**config.mk**
```make
export PLATFORM = sky130hd
export DESIGN_NAME = image_receiver
export DESIGN_NICKNAME = d
export VERILOG_FILES = /design/src/rtl/image_link_pkg.sv /design/src/rtl/pixel_coord_counter.sv /design/src/rtl/image_receiver.sv
export SDC_FILE = /design/constraint.sdc
export NUM_CORES = 1
export LEC_CHECK = 0
export BUFFER_PORTS_ARGS = -buffer_cell sky130_fd_sc_hd__buf_4
export CORE_MARGIN = 1.5
export CORE_UTILIZATION = 25
export DETAILED_ROUTE_END_ITERATION = 6
export PLACE_DENSITY = 0.43
export RECOVER_POWER = 50
export SYNTH_ARGS = -nofsm -noshare
export SYNTH_HDL_FRONTEND = slang
export SYNTH_HIERARCHICAL = 1
export SYNTH_SLANG_ARGS = --single-unit
```
**constraint.sdc**
```tcl
create_clock -name clk -period 2.6 [get_ports clk]
set_input_delay 0 -clock clk [delete_from_list [all_inputs] [get_ports clk]]
set_output_delay 0 -clock clk [all_outputs]
set_load 0.005 [all_outputs]
```
**src/rtl/image_link_pkg.sv**
```systemverilog
// Shared definitions for the UART image link (sender and receiver).
// Latency: n/a (types and constants only).
// Backpressure: n/a.
package image_link_pkg;

    typedef enum logic [2:0] {
        ST_RDY       = 3'd0,
        ST_WAIT_BYTE = 3'd1,
        ST_CAPTURE   = 3'd2,
        ST_SETTLE    = 3'd3,
        ST_CHECK     = 3'd4,
        ST_EMIT      = 3'd5,
        ST_DONE      = 3'd6
    } state_t;

    localparam int BYTES_PER_PIXEL = 5;

    localparam logic [2:0] IDX_RED   = 3'd0;
    localparam logic [2:0] IDX_GREEN = 3'd1;
    localparam logic [2:0] IDX_BLUE  = 3'd2;
    localparam logic [2:0] IDX_H     = 3'd3;
    localparam logic [2:0] IDX_V     = 3'd4;

    // Keeps degenerate dimensions (e.g. a single-line frame) at a legal 1-bit width.
    function automatic int coord_w(input int n);
        return (n > 1) ? $clog2(n) : 1;
    endfunction

endpackage

```
**src/rtl/pixel_coord_counter.sv**
```systemverilog
// Raster x/y counter: x wraps at WIDTH-1 and carries into y; flags the last pixel.
// Latency: counts update one cycle after advance/clear.
// Backpressure: counts hold whenever advance is low.
module pixel_coord_counter
    import image_link_pkg::*;
#(
    parameter  int WIDTH  = 640,
    parameter  int HEIGHT = 480,
    localparam int XW     = coord_w(WIDTH),
    localparam int YW     = coord_w(HEIGHT)
) (
    input  logic          clk,
    input  logic          rst_n,
    input  logic          clear,
    input  logic          advance,
    output logic [XW-1:0] x,
    output logic [YW-1:0] y,
    output logic          last
);

    logic x_last;
    logic y_last;

    assign x_last = (x == XW'(WIDTH - 1));
    assign y_last = (y == YW'(HEIGHT - 1));
    assign last   = x_last && y_last;

    always_ff @(posedge clk or negedge rst_n) begin
        if (!rst_n) begin
            x <= '0;
            y <= '0;
        end else if (clear) begin
            x <= '0;
            y <= '0;
        end else if (advance) begin
            if (x_last) begin
                x <= '0;
                y <= y_last ? '0 : y + 1'b1;
            end else begin
                x <= x + 1'b1;
            end
        end
    end

endmodule

```
**src/rtl/image_receiver.sv**
```systemverilog
// Drains UART bytes, rebuilds 5-byte pixel records and emits one pixel per record.
// Latency: 17 cycles per pixel best case (3 per byte, then CHECK and EMIT).
// Backpressure: holds in EMIT with stable outputs and pops no bytes while pix_ready=0.
module image_receiver
    import image_link_pkg::*;
#(
    parameter  int WIDTH  = 640,
    parameter  int HEIGHT = 480,
    localparam int XW     = coord_w(WIDTH),
    localparam int YW     = coord_w(HEIGHT)
) (
    input  logic          clk,
    input  logic          rst_n,
    output logic          rdy,
    input  logic          en,
    input  logic [7:0]    rx_data,
    input  logic          rx_empty,
    output logic          rx_enable,
    output logic          uld_rx_data,
    output logic [7:0]    pix_red,
    output logic [7:0]    pix_green,
    output logic [7:0]    pix_blue,
    output logic [XW-1:0] pix_x,
    output logic [YW-1:0] pix_y,
    output logic          pix_valid,
    input  logic          pix_ready,
    output logic          frame_done,
    output logic          seq_err
);

    state_t     state;
    logic [2:0] byte_idx;
    logic [7:0] h_byte;
    logic [7:0] v_byte;
    logic       cnt_clear;
    logic       cnt_advance;
    logic       cnt_last;

    assign cnt_clear   = (state == ST_RDY) && en;
    assign cnt_advance = (state == ST_EMIT) && pix_ready;

    pixel_coord_counter #(
        .WIDTH  (WIDTH),
        .HEIGHT (HEIGHT)
    ) u_coord (
        .clk     (clk),
        .rst_n   (rst_n),
        .clear   (cnt_clear),
        .advance (cnt_advance),
        .x       (pix_x),
        .y       (pix_y),
        .last    (cnt_last)
    );

    always_ff @(posedge clk or negedge rst_n) begin
        if (!rst_n) begin
            state     <= ST_RDY;
            byte_idx  <= '0;
            pix_red   <= '0;
            pix_green <= '0;
            pix_blue  <= '0;
            h_byte    <= '0;
            v_byte    <= '0;
            seq_err   <= 1'b0;
        end else begin
            case (state)
                ST_RDY: begin
                    if (en) begin
                        byte_idx <= '0;
                        seq_err  <= 1'b0;
                        state    <= ST_WAIT_BYTE;
                    end
                end
                ST_WAIT_BYTE: begin
                    if (!rx_empty) state <= ST_CAPTURE;
                end
                ST_CAPTURE: begin
                    case (byte_idx)
                        IDX_RED:   pix_red   <= rx_data;
                        IDX_GREEN: pix_green <= rx_data;
                        IDX_BLUE:  pix_blue  <= rx_data;
                        IDX_H:     h_byte    <= rx_data;
                        IDX_V:     v_byte    <= rx_data;
                        default:   ;
                    endcase
                    byte_idx <= byte_idx + 3'd1;
                    state    <= ST_SETTLE;
                end
                // One idle cycle lets the UART core retire the popped byte before rx_empty is trusted.
                ST_SETTLE: begin
                    if (byte_idx == 3'(BYTES_PER_PIXEL)) begin
                        byte_idx <= '0;
                        state    <= ST_CHECK;
                    end else begin
                        state <= ST_WAIT_BYTE;
                    end
                end
                ST_CHECK: begin
                    if ((h_byte != 8'(pix_x)) || (v_byte != 8'(pix_y))) seq_err <= 1'b1;
                    state <= ST_EMIT;
                end
                ST_EMIT: begin
                    if (pix_ready) state <= cnt_last ? ST_DONE : ST_WAIT_BYTE;
                end
                ST_DONE: begin
                    if (!en) state <= ST_RDY;
                end
                default: state <= ST_RDY;
            endcase
        end
    end

    assign rdy         = (state == ST_RDY);
    assign rx_enable   = (state != ST_RDY) && (state != ST_DONE);
    assign uld_rx_data = (state == ST_CAPTURE);
    assign pix_valid   = (state == ST_EMIT);
    assign frame_done  = (state == ST_DONE);

endmodule

```
* Word level (Yosys, flattened, before mapping)
Index checks and enable logic that the tools add are counted. W data, S select, Z words.
Cells by class: muxes and demuxes 20, eq/ne operators 22, reductions and logical operators 21, $add $sub $neg 3
Operators by type and width (count):
- $mux W9 | 4
- $mux W10 | 3
- $mux W3 | 8
- $pmux W3 S7 | 1
- $ne A8 B8 Y1 | 2
- $eq A3 B3 Y1 const B | 5
- $eq A3 B2 Y1 const B | 4
- $reduce_and A2 Y1 | 6
- $add A10 B1 Y10 const B | 1
- $eq A10 B10 Y1 const B | 1
- $add A9 B1 Y9 const B | 1
- $eq A9 B9 Y1 const B | 1
- $pmux W3 S3 | 1
- $ne A2 B2 Y1 const B | 4
- $eq A3 B1 Y1 const B | 2
- $logic_not A3 Y1 | 2
- $reduce_and A3 Y1 | 2
- $reduce_bool A2 Y1 | 3
- $reduce_bool A3 Y1 | 2
- $logic_and A1 B1 Y1 | 4
- $ne A2 B1 Y1 const B | 2
- $reduce_and A4 Y1 | 1
- $add A3 B1 Y3 const B | 1
- $ne A3 B3 Y1 const B | 1
- other kinds (3) | 4
Storage, ports and cells: flip-flop bits (word level) 66, input bits 13

* Longest topological paths before layout
depth in word-level cells 5, depth in mapped cells 7

* Hierarchy
The synthesis kept the hierarchy.
By module, submodules not included:
- image_receiver | times used 1, area an instance 2224.6 um^2, cells each 165
- pixel_coord_counter | times used 1, area an instance 1039.7 um^2, cells each 103

* Worst setup path before layout
No wires, ideal clock.
path kind register -> register, from register state[1], to register u_coord.y[7], setup time 0.118 ns, cell stages (with the launch flop) 7, period minus slack after synthesis 1.910 ns, arrival time 1.792 ns, data required time 2.482 ns, buffers on the path 2, slack 0.690 ns, path through dfrtp_1 > clkbuf_1 > nor3_1 > buf_2 > inv_1 > a22o_1 > a21o_1
On the way: word-level cells in the longest chain between the ends 4, elaborated cells on any way between the ends 8, classes of those cells eq/ne: 1; mux: 1; reduce/logical: 6
RTL lines:
- from (decl) | RTL line image_receiver.sv:31 | state_t state;
- from (signal assigned) | RTL line image_receiver.sv:103 | if (pix_ready) state <= cnt_last ? ST_DONE : ST_WAIT_BYTE;
- $logic_not A3 Y1 * | RTL line image_receiver.sv:39 | assign cnt_clear = (state == ST_RDY) && en;
- $logic_and A1 B1 Y1 * | RTL line image_receiver.sv:39
- named net cnt_clear | RTL line image_receiver.sv:35 | logic cnt_clear;
- $reduce_bool A2 Y1 (no line)
- $reduce_and A2 Y1 (no line)
- to (signal assigned) | RTL line pixel_coord_counter.sv:38 | y <= y_last ? '0 : y + 1'b1;
- to (decl) | RTL line pixel_coord_counter.sv:17 | output logic [YW-1:0] y,
Mark *: on every way through the listed nets, which the timed path passes. The rest lies on a longest branch. A chain may end at the register's enable or synchronous reset.

* Final worst setup path
from register state[0], to register u_coord.y[7]
The elaborated chain is that of the path after synthesis.

==> impl_metrics.tcl <==
set metrics [dict create \
    die_w_microns 117 \
    netlist_area_sq_um 3260 \
    drv_cap 1 \
    cp_data_arrival_time_ns 2.27 \
    synth-seq-cells 66 \
    synth_edf_count 0 \
    max_stage_delay_ns 0.49 \
    relSlewSlack_pct -13.1 \
    antenna_cells 0 \
    cts_sinks 66 \
    vdd_drop_max_v 0.000455 \
    wire_per_inst_microns 15.2 \
    drt-total-wl_microns 7900 \
    row_count 41 \
    synthArstFlopShare_pct 100 \
    cts_hold_buf 9 \
    min_path_type "input port to register" \
    grt_pass1_vias 2388 \
    synth_cell_types 53 \
    drive_gt1_share_pct 35.0 \
    drt-initial-drc-count 135 \
    p_per_area_nw_per_um2 929 \
    numPortBuffers 61 \
    start_util_pct 25.8 \
    vias 2387 \
    crit_start "state[0]" \
    place_inst 496 \
    endpoint_kind "register" \
    path_cells "nand2b_1, nor3_1, buf_4, a21oi_2, a22o_1, a21o_1" \
    grt_setup_unrepaired "no" \
    area_delta_synth_final_pct 30.5 \
    max_freq_mhz 489 \
    cp_num_buf_inv 1 \
    groute.usage.overall_pct 12.6 \
    crit_slowest_cell "dfrtp_1" \
    grt_pass1_wl_microns 12900 \
    hold_depth 3 \
    path_class "register to register" \
    cp_top_family "simple AND/OR/NAND/NOR gates" \
    clk_latency_ns 0.33 \
    failed_checks "max-capacitance violations, max-slew violations" \
    drv_slew 67 \
    netlist_instances 268 \
    cts_resized 0 \
    finClkSkew_ns 0.00521 \
    final_cell_count_no_fill 521 \
    drcViolationCount 0 \
    firstDrtPassIters 6 \
    startpoint_type "register" \
    fin_crit_sh_pct 78.7 \
    utilization_pct 33.6 \
    layout.nets 364 \
    cts_max_level 3 \
    antenna_found_initial 0 \
    io_pins 62 \
    avgSynthCellArea_sq_um 12.2 \
    grt_max_degree 67 \
    yosys_warnings 6 \
    holdWs_ns 0.0483 \
    finalHoldViolCount 0 \
    finalWeightedCongestion 0.742 \
    r2r_start "state[0]" \
    post_cts.repair.setup_buffers 0 \
    outcome "finished, violations left" \
    die_y_microns 117 \
    final-seq-area_sq_um 1650 \
    period_minus_slack_ns 2.05 \
    nFillCells 1282 \
    ff2ff_setup_slack_ns 0.55 \
    die_area_sq_um 13800 \
    vias_per_cell 4.58 \
    synth_nets 288 \
    ant_nets 0 \
    crit_fanout 12 \
    setup_tns_ns 0 \
    crit_cells 6 \
    coreArea_sq_um 12700 \
    cp-endpoint "u_coord/y[7]" \
    post-dp-hpwl_microns 5560 \
    clock_path_buffers 2 \
    setup_viol 0 \
    multiInputGateArea_sq_um 1540 \
    cp.required_ns 2.82 \
    r2r_end "u_coord/y[7]" \
    tightest_slew_ns 1.70 \
    seq_area_frac_synth_pct 50.6 \
    synth_ff_type "dfrtp_1" \
    cts_buffers 9 \
    path_clk_slew_ns 0.06 \
    p_leak_uw 0.00189 \
    overflow 0 \
    cts-root-buf "clkbuf_16" \
    cts_tree "yes" \
    r2r_cells 6 \
]
cell usage after synthesis (all sizes together) (2+ instances only):
master  count  area [sq um]
mux2       40           480
nand3      12          60.1
a32oi       2          17.5
ha          7          87.6
o211ai      3          22.5
nor2b       3          18.8
o21ai       5          25.0
xor2        8          70.1
xnor2      16           140
nand4       7          43.8
nor3        3          26.3
and2        5          31.3
clkbuf      3          11.3
and4        4          35.0
nor2       14          60.1
and4b       2          20.0
nor4        2          27.5
dfrtp      66          1650
a21oi       8          43.8
inv         7          26.3
buf         5          40.0
and3        3          18.8
nand2      15          63.8
o21bai      2          15.0
nand2b      4          32.5
o31ai       4          30.0
o22ai       2          12.5
routing by layer:
layer / wire (microns) / GRT usage (%) / vias to the layer above
li1: - / - / 1131
met1: 3880 / 16.7 / 1179
met5: 0 / 0 / -
met3: 446 / 4.38 / 8
met2: 3450 / 19.0 / 69
met4: 122 / 4.82 / 0
final cells by class:
cell class / count / share of cell area (%)
sequential: 66 / 38.8
multi-input combinational: 187 / 36.0
timing repair buffer: 73 / 12.6
clock buffer: 9 / 5.28
tap: 172 / 5.05
clock inverter: 7 / 1.64
inverter: 7 / 0.617
through the flow:
| stage | power, uW | setup WS, ns | area [sq um] |
|---|---|---|---|
| after floorplan | 2250 | 0.690 | 3260 |
| after global placement | 2800 | 0.599 | 3910 |
| after detailed placement | 2820 | 0.563 | 3910 |
| after CTS | 4070 | 0.542 | 4290 |
| after global routing | 4230 | 0.416 | 4260 |
| final | 3960 | 0.554 | 4260 |
report_power, final:
part / switching, uW / leakage, uW / internal [uW] / total, uW
clock network: 471 / 0.000145 / 740 / 1210
logic: 483 / 0.000894 / 687 / 1170
registers: 242 / 0.000848 / 1340 / 1580
total: 1190 / 0.00189 / 2760 / 3960
registers in the layout, indices dropped and copies added (netlist names):
name and cells:
h_byte 8, byte_idx 3, seq_err 1, pix_blue 8
pix_red 8, u_coord/x 10, pix_green 8, state 3
u_coord/y 9, v_byte 8
tightest hold or removal path, cell delays in order:
cell and delay, ns:
buf_4 0.09, a41o_1 0.18, o22ai_1 0.07
layout by cell type, fill, tap and decap left out, types with 9 or more instances in the layout:
| master | n |
|---|---|
| buf_4 | 19 |
| clkbuf_16 | 9 |
| clkbuf_4 | 36 |
| dfrtp_1 | 66 |
| dlygate4sd3_1 | 9 |
| mux2_2 | 31 |
| nand2_1 | 12 |
| nand3_1 | 12 |
| nor2_1 | 13 |
| xnor2_1 | 16 |
worst min-delay path by stage:
| stage | from | to | slack, ns |
|---|---|---|---|
| finish | pix_ready | state[0] | 0.05 |
| global route | pix_ready | state[0] | 0.06 |
| CTS | pix_ready | state[0] | 0.04 |
| detailed placement | rst_n | u_coord/y[6] | 0.18 |
| global placement | rst_n | u_coord/y[6] | 0.17 |
| floorplan | rst_n | byte_idx[0] | -0.30 |
cell families (layout without fill, tap and decap cells):
group / Yosys count / after routing / share of synthesized area, %
buffers and inverters: 15 / 96 / 2.38
AO/OA/AOI/OAI: 35 / 35 / 7.90
flip-flops: 66 / 66 / 50.6
adder cells (fa/ha/maj): 7 / 7 / 2.68
multiplexers: 41 / 41 / 15.0
AND/OR/NAND/NOR: 80 / 80 / 15.0
XOR/XNOR: 24 / 24 / 6.44
No activity file was read; power rests on OpenSTA's default activity.
